File: src/rtl/dot_seq_ctrl_if.sv
// Bus between the dot-product sequencer and its neighbours: start/abort control,
// the shared vector-RAM read port, and the published result.
interface dot_seq_ctrl_if #(
    parameter int DATA_W = 8,
    parameter int ADDR_W = 3,
    parameter int RES_W  = 16
);
    logic              START;
    logic              ABORT;
    logic              VALID_A;
    logic              VALID_B;
    logic              RD_EN;
    logic [ADDR_W-1:0] RD_ADDR;
    logic [DATA_W-1:0] DATA_A;
    logic [DATA_W-1:0] DATA_B;
    logic              WR_LOCK;
    logic              BUSY;
    logic              DONE;
    logic [RES_W-1:0]  RESULT;
    logic              OVF;
    logic              ERR;

    modport slave (
        input  START, ABORT, VALID_A, VALID_B, DATA_A, DATA_B,
        output RD_EN, RD_ADDR, WR_LOCK, BUSY, DONE, RESULT, OVF, ERR
    );

    modport master (
        output START, ABORT, VALID_A, VALID_B, DATA_A, DATA_B,
        input  RD_EN, RD_ADDR, WR_LOCK, BUSY, DONE, RESULT, OVF, ERR
    );
endinterface

File: src/rtl/dot_seq_ctrl.sv
// Sequencer for the N-element dot product: walks both vector RAMs, accumulates the
// products and publishes the result. Define DOT_SAT_EN for a saturating RESULT.
module dot_seq_ctrl #(
    parameter int N      = 8,
    parameter int DATA_W = 8,
    parameter int ADDR_W = 3,
    parameter int RES_W  = 16,
    parameter int ACC_W  = 19
) (
    input logic           CLK,
    input logic           RST,
    dot_seq_ctrl_if.slave bus
);

    typedef enum logic [1:0] {
        IDLE  = 2'd0,
        FETCH = 2'd1,
        DRAIN = 2'd2
    } state_t;

    localparam logic [ADDR_W-1:0] LAST_ADDR = ADDR_W'(N - 1);
    localparam logic [ACC_W-1:0]  RES_MAX   = ACC_W'({RES_W{1'b1}});

    state_t              state_q, state_d;
    logic                rd_en_q, rd_en_d;
    logic [ADDR_W-1:0]   rd_addr_q, rd_addr_d;
    logic                vld_q, vld_d;
    logic [ACC_W-1:0]    acc_q, acc_d;
    logic [RES_W-1:0]    result_q, result_d;
    logic                ovf_q, ovf_d;
    logic                done_q, done_d;
    logic                err_q, err_d;
    logic                busy_q, busy_d;
    logic [2*DATA_W-1:0] prod;
    logic                ovf_now;

    assign prod    = (2*DATA_W)'(bus.DATA_A) * (2*DATA_W)'(bus.DATA_B);
    assign ovf_now = (acc_d > RES_MAX);

    always_comb begin
        // NOTE: every variable gets a default before the case so no path leaves it unassigned (no latches).
        state_d   = state_q;
        rd_en_d   = rd_en_q;
        rd_addr_d = rd_addr_q;
        acc_d     = acc_q;
        result_d  = result_q;
        ovf_d     = ovf_q;
        done_d    = 1'b0;
        err_d     = 1'b0;
        vld_d     = rd_en_q;

        // RAM data lags RD_EN by one cycle, so the delayed valid gates accumulation.
        if (vld_q) begin
            acc_d = acc_q + ACC_W'(prod);
        end

        case (state_q)
            IDLE: begin
                if (bus.START) begin
                    if (bus.VALID_A && bus.VALID_B) begin
                        state_d   = FETCH;
                        acc_d     = '0;
                        rd_addr_d = '0;
                        rd_en_d   = 1'b1;
                    end else begin
                        err_d = 1'b1;
                    end
                end
            end
            FETCH: begin
                if (bus.ABORT) begin
                    state_d = IDLE;
                    rd_en_d = 1'b0;
                end else if (rd_addr_q == LAST_ADDR) begin
                    state_d = DRAIN;
                    rd_en_d = 1'b0;
                end else begin
                    rd_addr_d = rd_addr_q + 1'b1;
                end
            end
            DRAIN: begin
                // The last product is in flight on entry; acc_d already includes it.
                state_d = IDLE;
                if (!bus.ABORT) begin
                    done_d = 1'b1;
                    ovf_d  = ovf_now;
`ifdef DOT_SAT_EN
                    result_d = ovf_now ? {RES_W{1'b1}} : acc_d[RES_W-1:0];
`else
                    result_d = acc_d[RES_W-1:0];
`endif
                end
            end
            default: begin
                state_d = IDLE;
                rd_en_d = 1'b0;
            end
        endcase

        // BUSY also covers the DONE cycle so the lock releases only after RESULT is out.
        busy_d = (state_d != IDLE) || done_d;
    end

    // NOTE: sequential state uses non-blocking assignments so all flops update together.
    always_ff @(posedge CLK or posedge RST) begin
        if (RST) begin
            state_q   <= IDLE;
            rd_en_q   <= 1'b0;
            rd_addr_q <= '0;
            vld_q     <= 1'b0;
            acc_q     <= '0;
            result_q  <= '0;
            ovf_q     <= 1'b0;
            done_q    <= 1'b0;
            err_q     <= 1'b0;
            busy_q    <= 1'b0;
        end else begin
            state_q   <= state_d;
            rd_en_q   <= rd_en_d;
            rd_addr_q <= rd_addr_d;
            vld_q     <= vld_d;
            acc_q     <= acc_d;
            result_q  <= result_d;
            ovf_q     <= ovf_d;
            done_q    <= done_d;
            err_q     <= err_d;
            busy_q    <= busy_d;
        end
    end

    assign bus.RD_EN   = rd_en_q;
    assign bus.RD_ADDR = rd_addr_q;
    assign bus.WR_LOCK = busy_q;
    assign bus.BUSY    = busy_q;
    assign bus.DONE    = done_q;
    assign bus.RESULT  = result_q;
    assign bus.OVF     = ovf_q;
    assign bus.ERR     = err_q;

endmodule

File: src/flat_wrapper.sv
// flat-port wrapper written by rule: the top's interface ports become plain ports
module dot_seq_ctrl_flat 
#(
    parameter int N      = 8,
    parameter int DATA_W = 8,
    parameter int ADDR_W = 3,
    parameter int RES_W  = 16,
    parameter int ACC_W  = 19
)
  (CLK, RST, bus_START, bus_ABORT, bus_VALID_A, bus_VALID_B, bus_DATA_A, bus_DATA_B, bus_RD_EN, bus_RD_ADDR, bus_WR_LOCK, bus_BUSY, bus_DONE, bus_RESULT, bus_OVF, bus_ERR);
  dot_seq_ctrl_if #(.DATA_W(DATA_W), .ADDR_W(ADDR_W), .RES_W(RES_W)) bus_i ();
  input logic CLK;
  input logic RST;
  input wire logic [$bits(bus_i.START)-1:0] bus_START;
  input wire logic [$bits(bus_i.ABORT)-1:0] bus_ABORT;
  input wire logic [$bits(bus_i.VALID_A)-1:0] bus_VALID_A;
  input wire logic [$bits(bus_i.VALID_B)-1:0] bus_VALID_B;
  input wire logic [$bits(bus_i.DATA_A)-1:0] bus_DATA_A;
  input wire logic [$bits(bus_i.DATA_B)-1:0] bus_DATA_B;
  output wire logic [$bits(bus_i.RD_EN)-1:0] bus_RD_EN;
  output wire logic [$bits(bus_i.RD_ADDR)-1:0] bus_RD_ADDR;
  output wire logic [$bits(bus_i.WR_LOCK)-1:0] bus_WR_LOCK;
  output wire logic [$bits(bus_i.BUSY)-1:0] bus_BUSY;
  output wire logic [$bits(bus_i.DONE)-1:0] bus_DONE;
  output wire logic [$bits(bus_i.RESULT)-1:0] bus_RESULT;
  output wire logic [$bits(bus_i.OVF)-1:0] bus_OVF;
  output wire logic [$bits(bus_i.ERR)-1:0] bus_ERR;
  assign bus_i.START = bus_START;
  assign bus_i.ABORT = bus_ABORT;
  assign bus_i.VALID_A = bus_VALID_A;
  assign bus_i.VALID_B = bus_VALID_B;
  assign bus_i.DATA_A = bus_DATA_A;
  assign bus_i.DATA_B = bus_DATA_B;
  assign bus_RD_EN = bus_i.RD_EN;
  assign bus_RD_ADDR = bus_i.RD_ADDR;
  assign bus_WR_LOCK = bus_i.WR_LOCK;
  assign bus_BUSY = bus_i.BUSY;
  assign bus_DONE = bus_i.DONE;
  assign bus_RESULT = bus_i.RESULT;
  assign bus_OVF = bus_i.OVF;
  assign bus_ERR = bus_i.ERR;
  dot_seq_ctrl #(.N(N), .DATA_W(DATA_W), .ADDR_W(ADDR_W), .RES_W(RES_W), .ACC_W(ACC_W)) u_core (.CLK(CLK), .RST(RST), .bus(bus_i));
endmodule
File: config.mk
export PLATFORM = sky130hd
export DESIGN_NAME = dot_seq_ctrl_flat
export DESIGN_NICKNAME = d
export VERILOG_FILES = /design/src/rtl/dot_seq_ctrl_if.sv /design/src/rtl/dot_seq_ctrl.sv /design/src/flat_wrapper.sv
export SDC_FILE = /design/constraint.sdc
export NUM_CORES = 1
export LEC_CHECK = 0
export ABC_CLOCK_PERIOD_IN_PS = 6050
export BUFFER_PORTS_ARGS = -buffer_cell sky130_fd_sc_hd__buf_2
export CAP_MARGIN = 25
export CORE_ASPECT_RATIO = 1.25
export CORE_MARGIN = 1.5
export CORE_UTILIZATION = 42
export DETAILED_ROUTE_END_ITERATION = 8
export MAX_ROUTING_LAYER = met4
export PLACE_DENSITY = 0.69
export SLEW_MARGIN = 20
export SYNTH_ARGS = -nofsm -noshare
export SYNTH_HDL_FRONTEND = slang
export SYNTH_SLANG_ARGS = --single-unit
File: constraint.sdc
create_clock -name CLK -period 6.05 [get_ports CLK]
set_input_delay 0 -clock CLK [delete_from_list [all_inputs] [get_ports CLK]]
set_output_delay 0 -clock CLK [all_outputs]
set_load 0.01 [all_outputs]
# Yosys cells after proc, flatten, opt, wreduce, memory -nomap -nowiden
# Cells that the tools add are included.
# totals
word_cells	56
out_inout_bits	25
ff_bits	46
input_bits	22
# op_classes
reduce_logical	8
n_addsub	2
mul	1
bitwise_logic	2
n_lt_le_gt_ge	1
n_eq_ne	8
mux	24
# op_table
operator	count
$mux W19	4
$add A19 B16 Y19	1
$gt A19 B16 Y1 const B	1
$mul A8 B8 Y16	1
$mux W3	4
$mux W1	9
$mux W2	4
$ne A2 B2 Y1 const B	3
$pmux W3 S2	1
$reduce_and A5 Y1	1
$pmux W2 S2	1
$reduce_and A4 Y1	1
$reduce_bool A2 Y1	2
$add A3 B1 Y3 const B	1
$eq A3 B3 Y1 const B	1
$ne A3 B2 Y1 const B	1
$pmux W1 S3	1
$eq A2 B1 Y1 const B	1
$eq A2 B2 Y1 const B	1
$logic_not A2 Y1	1
$ne A2 B1 Y1 const B	1
$not A1 Y1	2
$reduce_and A2 Y1	1
$logic_and A1 B1 Y1	1
$logic_or A1 B1 Y1	1

# Depth between registers and ports, before layout
# Gate-level depths: netlist of the first run.
# depth
depth_word	7
ltp_mapped	18
ltp_nobuf	17

# Worst setup path after synthesis of the first run
# No wires, ideal clock.
# synth_path
kind	flip-flop to flip-flop
from	register u_core.acc_q[7]
to	register u_core.result_q[13], in the netlist u_core.bus.RESULT[13]
synth_period_minus_slack_ns	4.225
path_buffers	0
required_time_ns	5.930
slack_ns	1.825
t_arrival_ns	4.105
setup_time_ns	0.120
stages_incl_launch_ff	17
path_cell_list	dfrtp_1 -> inv_1 -> fa_1 -> inv_1 -> fa_1 -> fa_1 -> inv_1 -> fa_1 -> inv_1 -> ha_1 -> a211o_1 -> a31o_1 -> a21o_1 -> a21oi_4 -> o21ai_2 -> xor2_1 -> a31o_1
# synth_between
elab_chain_len	2
# synth_lines
element	line	rtl
from (decl)	dot_seq_ctrl.sv:28	logic [ACC_W-1:0] acc_q, acc_d;
from (signal assigned)	dot_seq_ctrl.sv:111	acc_q <= '0;
from (signal assigned)	dot_seq_ctrl.sv:122	acc_q <= acc_d;
$add A19 B16 Y19	dot_seq_ctrl.sv:54	acc_d = acc_q + ACC_W'(prod);
$mux W19	dot_seq_ctrl.sv:53	if (vld_q) begin
to (signal assigned)	dot_seq_ctrl.sv:123	result_q <= result_d;
to (decl)	dot_seq_ctrl.sv:29	logic [RES_W-1:0] result_q, result_d;
# Every way passes these cells.
# A chain may end at the register's enable or synchronous reset.

# Worst setup path after layout of the first run
# Same ends and word-level chain as after synthesis.

==> summary.md, run 1 <==
| Metric | Value |
|---|---|
| Met1 usage | `23.21%` |
| Most common cell after layout, fill and taps aside | `inv_1` |
| Routed wire length | `9.604 mm` |
| Mapped Area | `0.004542 mm^2` |
| Syn nets | `610` |
| CTS root buf | `clkbuf_16` |
| Most frequent cells in the layout | `inv_1, nand2_1, fa_1, buf_2, dfrtp_1` |
| Critical Path Max Stage Delay | `0.53 ns` |
| Max cap viols | `0` |
| Yosys warning count | `0` |
| Placed Cells | `663` |
| Critical path fanouts, max | `6` |
| Worst reg2reg path endpoint | `u_core.bus.RESULT[13]` |
| TritonCTS clock tree | `done` |
| R2R depth | `16` |
| Status | `finished, final reports clean` |
| Vias in the first global route | `3610` |
| Post-route ant nets | `0` |
| Final number of max-transition violations | `0` |
| Flops & latches, synth | `46` |
| Synth cell types | `48` |
| Slew HR | `41.01%` |
| RSZ-0062 raised after global routing | `false` |
| Die Wd | `96.01 um` |
| Fillers | `1007` |
| Share of cells above drive strength 1 | `12.32%` |
| GRT Max-Usage Layer | `met2` |
| CP Class | `flop to flop` |
| GR Util All Layers | `18.87%` |
| Syn avg cell area | `9.175 um^2` |
| Pin count of the biggest net entering global routing | `47` |
| Crit. End Element | `flop` |
| Power Total | `0.002955 W` |
| First-pass GRT wire length | `16.60 mm` |
| EDFF count, synth | `0` |
| Cell family with most CP delay | `adder cells` |
| Top FF cell, synth | `dfrtp_1` |
| Routed vias/inst | `5.061` |
| Initial antenna violation count | `0` |
| HPWL after detailed placement | `7.858 mm` |
| Worst slew pin tran | `0.8827 ns` |
| Worst VDD drop | `0.0002705 V` |
| Ys async rst share | `100.0%` |
| Clk sinks | `46` |
| Synth Instances | `495` |
| Worst path arrival time | `4.60 ns` |
| Setup Buffers After CTS | `0` |
| Crit share post-route | `73.15%` |
| Endpoints failing hold | `0` |
| Die area | `0.01145 mm^2` |
| Dpl cell area | `0.004891 mm^2` |
| Met3 Use GR | `1.852%` |
| Setup TNS Final | `0 ns` |
| Top Ports | `47` |
| Core Area | `0.01056 mm^2` |
| Critical path buffer and inverter count | `4` |
| Pwr/cell area | `575.7 mW/mm^2` |
| Met2 global-route usage | `32.92%` |
| Hold slack final | `0.3029 ns` |
| Bufs on Longest Clock Path | `2` |
| Final Wtd Congestion | `0.8785` |
| Avg WL per Cell | `14.21 um` |
| Worst setup path start | `u_core.acc_q[7]` |
| Worst path required time | `6.22 ns` |
| Post-route cell area | `0.005132 mm^2` |
| Drt first pass iters | `4` |
| Reg2reg start | `u_core.acc_q[7]` |
| Chip Height | `119.3 um` |
| Final worst path period need | `4.426 ns` |
| Cts bufs inserted | `5` |
| Sequential-to-total area share from yosys stat | `25.34%` |
| Clock Skews | `0.003900 ns` |
| Total number of vias | `3421` |
| Crit-path cells | `inv_1 -> fa_1 -> inv_1 -> fa_1 -> fa_1 -> inv_1 -> fa_1 -> inv_1 -> ha_1 -> a211o_1 -> a31o_1 -> a21o_1 -> a21oi_4 -> o21ai_2 -> xor2_1 -> a31o_1` |
| Count of endpoints failing setup in the final report | `0` |
| Layout Nets | `658` |
| Setup crit start kind | `flop` |
| Reg2reg setup slack | `1.62 ns` |
| Worst skew pair latency | `0.28 ns` |
| Non-filler cells, final | `676` |
| Area Overhead vs Synth | `13.00%` |
| # DRC | `0` |
| Initial Util | `43.00%` |
| ANT cells | `0` |
| GRT overflow | `0` |
| Row Count | `42` |
| Critical Path Slowest Stage Cell | `fa_1` |
| Worst-path clk slew | `0.07 ns` |
| # H-tree levels | `2` |
| HP Class | `primary input to async pin` |
| Lkg Pwr | `2.796 nW` |
| Count of input and output buffers | `46` |
| Max Clock Freq | `226.0 MHz` |
| Starting DRT DRC Count | `91` |
==> power breakdown <==
group	leakage, nW	switching, W	total [W]	internal [W]
sequential	0.604	0.0000400	0.000429	0.000389
clock	0.0819	0.000119	0.000316	0.000198
combinational	2.11	0.00130	0.00221	0.000911
total	2.80	0.00146	0.00295	0.00150
==> how the worst max path moves through the flow <==
stage | to | cells after the start | slack, ns
detailed placement | u_core.bus.RESULT[13] | 17 | 1.61
floorplan | u_core.bus.RESULT[13] | 16 | 1.83
finish | u_core.bus.RESULT[13] | 16 | 1.62
CTS | u_core.bus.RESULT[13] | 16 | 1.60
global route | u_core.bus.RESULT[15] | 16 | 1.40
global placement | u_core.bus.RESULT[13] | 16 | 1.69
==> routing by layer <==
metal	wire [um]	part of all wire, %	up-vias
li1	-	-	1659
met2	5023	52	51
met3	227	2.4	13
met1	4204	44	1698
met4	149	1.6	0
met5	0	0	-
==> kinds of logic (layout without fill, tap and decap cells) <==
group | after synthesis | after routing | share of synthesized area [%]
buffers and inverters | 113 | 162 | 9.614
XOR/XNOR | 12 | 12 | 2.314
flip-flops | 46 | 46 | 25.34
AO/OA/AOI/OAI | 73 | 73 | 10.63
AND/OR/NAND/NOR | 144 | 144 | 15.10
multiplexers | 14 | 14 | 3.113
adder cells (fa/ha/maj) | 93 | 93 | 33.88
==> cell type report <==
| type | instances | area (um^2) | area share, % |
|---|---|---|---|
| inverter | 102 | 382.9 | 7.460 |
| clock buffer | 5 | 125.1 | 2.438 |
| tap | 132 | 165.2 | 3.218 |
| clock inverter | 3 | 48.80 | 0.9508 |
| sequential | 46 | 1151 | 22.43 |
| multi-input combinational | 336 | 2954 | 57.56 |
| timing repair buffer | 52 | 305.3 | 5.948 |
==> registers in the layout, indices dropped and copies added, names as in the netlist <==
name	flops
u_core.bus.RD_ADDR	3
u_core.bus.DONE	1
u_core.bus.RD_EN	1
u_core.acc_q	19
u_core.bus.OVF	1
u_core.bus.BUSY	1
u_core.bus.ERR	1
u_core.state_q	2
u_core.bus.RESULT	16
u_core.vld_q	1
==> through the flow <==
step           worst slack (ns)  utilization (%)
2_1_floorplan             1.825                -
4_1_cts                   1.604            48.33
5_1_grt                   1.398            48.59
6_report                  1.624            48.59
3_5_place_dp              1.611            46.30
3_3_place_gp              1.692            46.30
==> repair_timing <==
item,in CTS,in global routing
setup endpoints to repair,0,0
resized for setup,0,0
hold endpoints to repair,48,0
hold buffers,4,0
==> Yosys cell counts, types with 3 or more instances <==
library cell | n | area share [%]
a21oi_1 | 14 | 1.5
nand2_1 | 54 | 4.5
nor2_1 | 29 | 2.4
and2_1 | 38 | 5.2
o211ai_1 | 3 | 0.50
dfrtp_1 | 46 | 25
o22ai_1 | 3 | 0.41
o21ai_1 | 7 | 0.77
clkbuf_1 | 7 | 0.58
xor2_1 | 3 | 0.58
a31oi_1 | 3 | 0.41
xnor2_1 | 9 | 1.7
a21o_1 | 3 | 0.50
inv_1 | 102 | 8.4
buf_4 | 3 | 0.50
o21ai_0 | 17 | 1.9
nand3_1 | 10 | 1.1
mux2i_1 | 13 | 2.9
fa_1 | 50 | 22
ha_1 | 43 | 12
==> worst reg2reg max path, delay by kind of cell (launching register included) <==
family	cells	cell delay, ns
AOI/OAI and AO/OA	6	1.23
DFF	1	0.35
xor gates and xnor gates	1	0.16
buffers and inverters	4	0.20
adders and majority gates	5	2.37
Note: power is estimated with default switching activity, not from simulation.
==> run 2: changes to the inputs <==
--- a/config.mk
+++ b/config.mk
@@ -5,7 +5,8 @@
 export SDC_FILE = /design/constraint.sdc
 export NUM_CORES = 1
 export LEC_CHECK = 0
-export ABC_CLOCK_PERIOD_IN_PS = 6050
+export ABC_AREA = 1
+export ABC_CLOCK_PERIOD_IN_PS = 3600
 export BUFFER_PORTS_ARGS = -buffer_cell sky130_fd_sc_hd__buf_2
 export CAP_MARGIN = 25
 export CORE_ASPECT_RATIO = 1.25
@@ -13,7 +14,7 @@
 export CORE_UTILIZATION = 42
 export DETAILED_ROUTE_END_ITERATION = 8
 export MAX_ROUTING_LAYER = met4
-export PLACE_DENSITY = 0.69
+export PLACE_DENSITY = 0.71
 export SLEW_MARGIN = 20
 export SYNTH_ARGS = -nofsm -noshare
 export SYNTH_HDL_FRONTEND = slang
==> constraint.sdc (replaced) <==
create_clock -name CLK -period 3.6 [get_ports CLK]
set_input_delay 0 -clock CLK [delete_from_list [all_inputs] [get_ports CLK]]
set_output_delay 0 -clock CLK [all_outputs]
set_load 0.01 [all_outputs]
==> summary.md, run 2 <==
| Metric | Value |
|---|---|
| EDFF count, synth | `0` |
| Clk sinks | `46` |
| Biggest area consumer among synthesized cells | `dfrtp_1` |
| Setup crit start kind | `flop` |
| Ys async rst share | `100.0%` |
| Max cap viols | `0` |
| Seq. cell area | `0.001151 mm^2` |
| RSZ-0062 raised after global routing | `true` |
| Yosys warning count | `0` |
| Cell with the most instances after synthesis | `inv_1` |
| Crit path setup slack, layout | `-0.2128 ns` |
| Worst Hold Depth | `4` |
| Multi-input logic area | `0.003119 mm^2` |
| Core Area | `0.01103 mm^2` |
| Syn nets | `743` |
| Worst slew pin tran | `0.8619 ns` |
| Final number of max-transition violations | `0` |
| Share of cells above drive strength 1 | `26.32%` |
| Reg2reg setup slack | `-0.21 ns` |
| Critical Path Max Stage Delay | `0.56 ns` |
| # DRC | `0` |
| Routed vias/inst | `4.705` |
| Failing checks | `negative setup slack` |
| Crit share post-route | `105.9%` |
| Total number of vias | `3943` |
| Final Wtd Congestion | `0.9220` |
| Initial Util | `42.96%` |
| Critical path fanouts, max | `4` |
| Fin util | `52.98%` |
| Drt first pass iters | `4` |
| R2R depth | `18` |
| Synth cell types | `31` |
| Cts bufs inserted | `5` |
| Status | `finished with violations` |
| GRT overflow | `0` |
| Count of endpoints failing setup in the final report | `21` |
| Bufs on Longest Clock Path | `2` |
| TritonCTS clock tree | `done` |
| ANT cells | `0` |
| CTS root buf | `clkbuf_16` |
| Commonest cells post-synth | `inv_1, nand2_1, fa_1, dfrtp_1, ha_1` |
| Avg WL per Cell | `12.49 um` |
| Starting DRT DRC Count | `201` |
| Die area | `0.01193 mm^2` |
| Worst path arrival time | `3.98 ns` |
| Synth Instances | `628` |
| Area Overhead vs Synth | `23.32%` |
| Pin count of the biggest net entering global routing | `47` |
| Die Wd | `98 um` |
| Largest register by flop count | `u_core.acc_q` |
| Flops & latches, synth | `46` |
| Worst skew pair latency | `0.28 ns` |
| Slew HR | `42.54%` |
| Worst reg2reg path endpoint | `u_core.acc_q[14]` |
| Mapped Area | `0.004738 mm^2` |
| Worst-path clk slew | `0.06 ns` |
| HP Start | `bus_ABORT` |
| Hold-critical path endpoint | `u_core.state_q[1]` |
| Top Ports | `47` |
| Vias in the first global route | `4256` |
| First-pass GRT wire length | `19.10 mm` |
| Reg2reg start | `u_core.acc_q[7]` |
| Sequential-to-total area share from yosys stat | `24.29%` |
| # H-tree levels | `2` |
| HP Class | `primary input to flop` |
| Most common cell after layout, fill and taps aside | `inv_1` |
| GR Util All Layers | `20.20%` |
| Crit-path cells | `inv_2 -> fa_1 -> inv_2 -> fa_1 -> fa_1 -> inv_2 -> fa_1 -> inv_2 -> ha_4 -> nand2_2 -> nand2_2 -> a21oi_2 -> nand2_2 -> a21oi_2 -> xor2_1 -> nand2_1 -> nand2_1 -> nor2_1` |
| Placed Cells | `820` |
| Initial antenna violation count | `0` |
| Setup TNS Final | `-2.854 ns` |
| Non-filler cells, final | `838` |
| Worst path required time | `3.77 ns` |
| Routed wire length | `10.47 mm` |
| Crit. End Element | `flop` |
| Critical Path Slowest Stage Cell | `fa_1` |
| Max reg flops | `19` |
| HPWL after detailed placement | `8.561 mm` |
| Synth top area share | `24.29%` |
| Top FF cell, synth | `dfrtp_1` |
| Max Clock Freq | `262.3 MHz` |
| CP Class | `flop to flop` |
| Row Count | `43` |
| Most frequent cells in the layout | `inv_1, nand2_1, fa_1, buf_2, dfrtp_1` |
| Endpoints failing hold | `0` |
| Layout Nets | `817` |
| Syn avg cell area | `7.545 um^2` |
| Chip Height | `121.8 um` |
| Post-route ant nets | `0` |
| Final worst path period need | `3.813 ns` |
| Fillers | `1016` |
| Count of input and output buffers | `46` |
| Synth top area cells | `dfrtp_1, fa_1, inv_1, nand2_1, ha_1` |
| Clock Skews | `0.005477 ns` |
==> run 2: how the worst max path moves through the flow <==
stage	cells after the start	start	end	slack [ns]
detailed placement	20	bus_DATA_B[7]	u_core.bus.OVF	-0.37
floorplan	18	u_core.acc_q[6]	u_core.bus.RESULT[14]	-0.0004
CTS	19	u_core.acc_q[7]	u_core.bus.RESULT[12]	-0.20
finish	18	u_core.acc_q[7]	u_core.acc_q[14]	-0.21
global placement	20	bus_DATA_B[7]	u_core.bus.OVF	-0.35
global route	18	u_core.acc_q[7]	u_core.acc_q[14]	-0.41
==> run 2: area by class of cell <==
type | count | share of cell area [%]
multi-input combinational | 383 | 53.38
sequential | 46 | 19.70
inverter | 174 | 11.18
timing repair buffer | 92 | 10.32
tap | 135 | 2.891
clock buffer | 7 | 2.441
clock inverter | 1 | 0.08565
==> run 2: critical path, delay by kind of cell (launching register included) <==
kind	cells	cell delay (ns)
adders and majority gates	5	2.25
and+or+nand+nor	6	0.48
DFF	1	0.36
AOI/OAI and AO/OA	2	0.26
buffers and inverters	4	0.18
xor gates and xnor gates	1	0.15
==> run 2: per-layer routing <==
metal | GRT usage [%] | routed length (um)
met2 | 36.03 | 5457
met1 | 24.76 | 4593
met5 | - | 0
met4 | 5.536 | 187
met3 | 1.492 | 228
==> run 2: per-stage QoR <==
stage	hold slack, ns	instance area (um^2)	worst slack, ns
finish	0.05163	5843	-0.2128
global route	0.08426	5843	-0.4079
CTS	0.04996	5687	-0.2002
detailed placement	0.2437	5388	-0.3721
global placement	0.2331	5388	-0.3456
floorplan	0.1147	4833	-0.0003952
==> run 2: cells by family (layout without fill, tap and decap cells) <==
group,after synthesis,in the layout,synth area share [%]
AO/OA/AOI/OAI,48,48,5.598
XOR/XNOR,6,6,1.109
adder cells (fa/ha/maj),93,93,32.48
buffers and inverters,199,274,15.98
flip-flops,46,46,24.29
multiplexers,1,1,0.2113
AND/OR/NAND/NOR,235,235,20.33
==> run 2: timing repair <==
| item | in CTS | in global routing |
|---|---|---|
| setup buffers | 3 | 3 |
| endpoints found under the setup margin | 24 | 25 |
| resized for setup | 33 | 41 |
| pin swaps | 23 | 20 |
| endpoints found under the hold margin | 47 | 0 |
| hold buffers | 3 | 0 |
Power of run 2 is not shown: default switching activity piles up to over one toggle a cycle in this logic, so the estimate is an artifact.
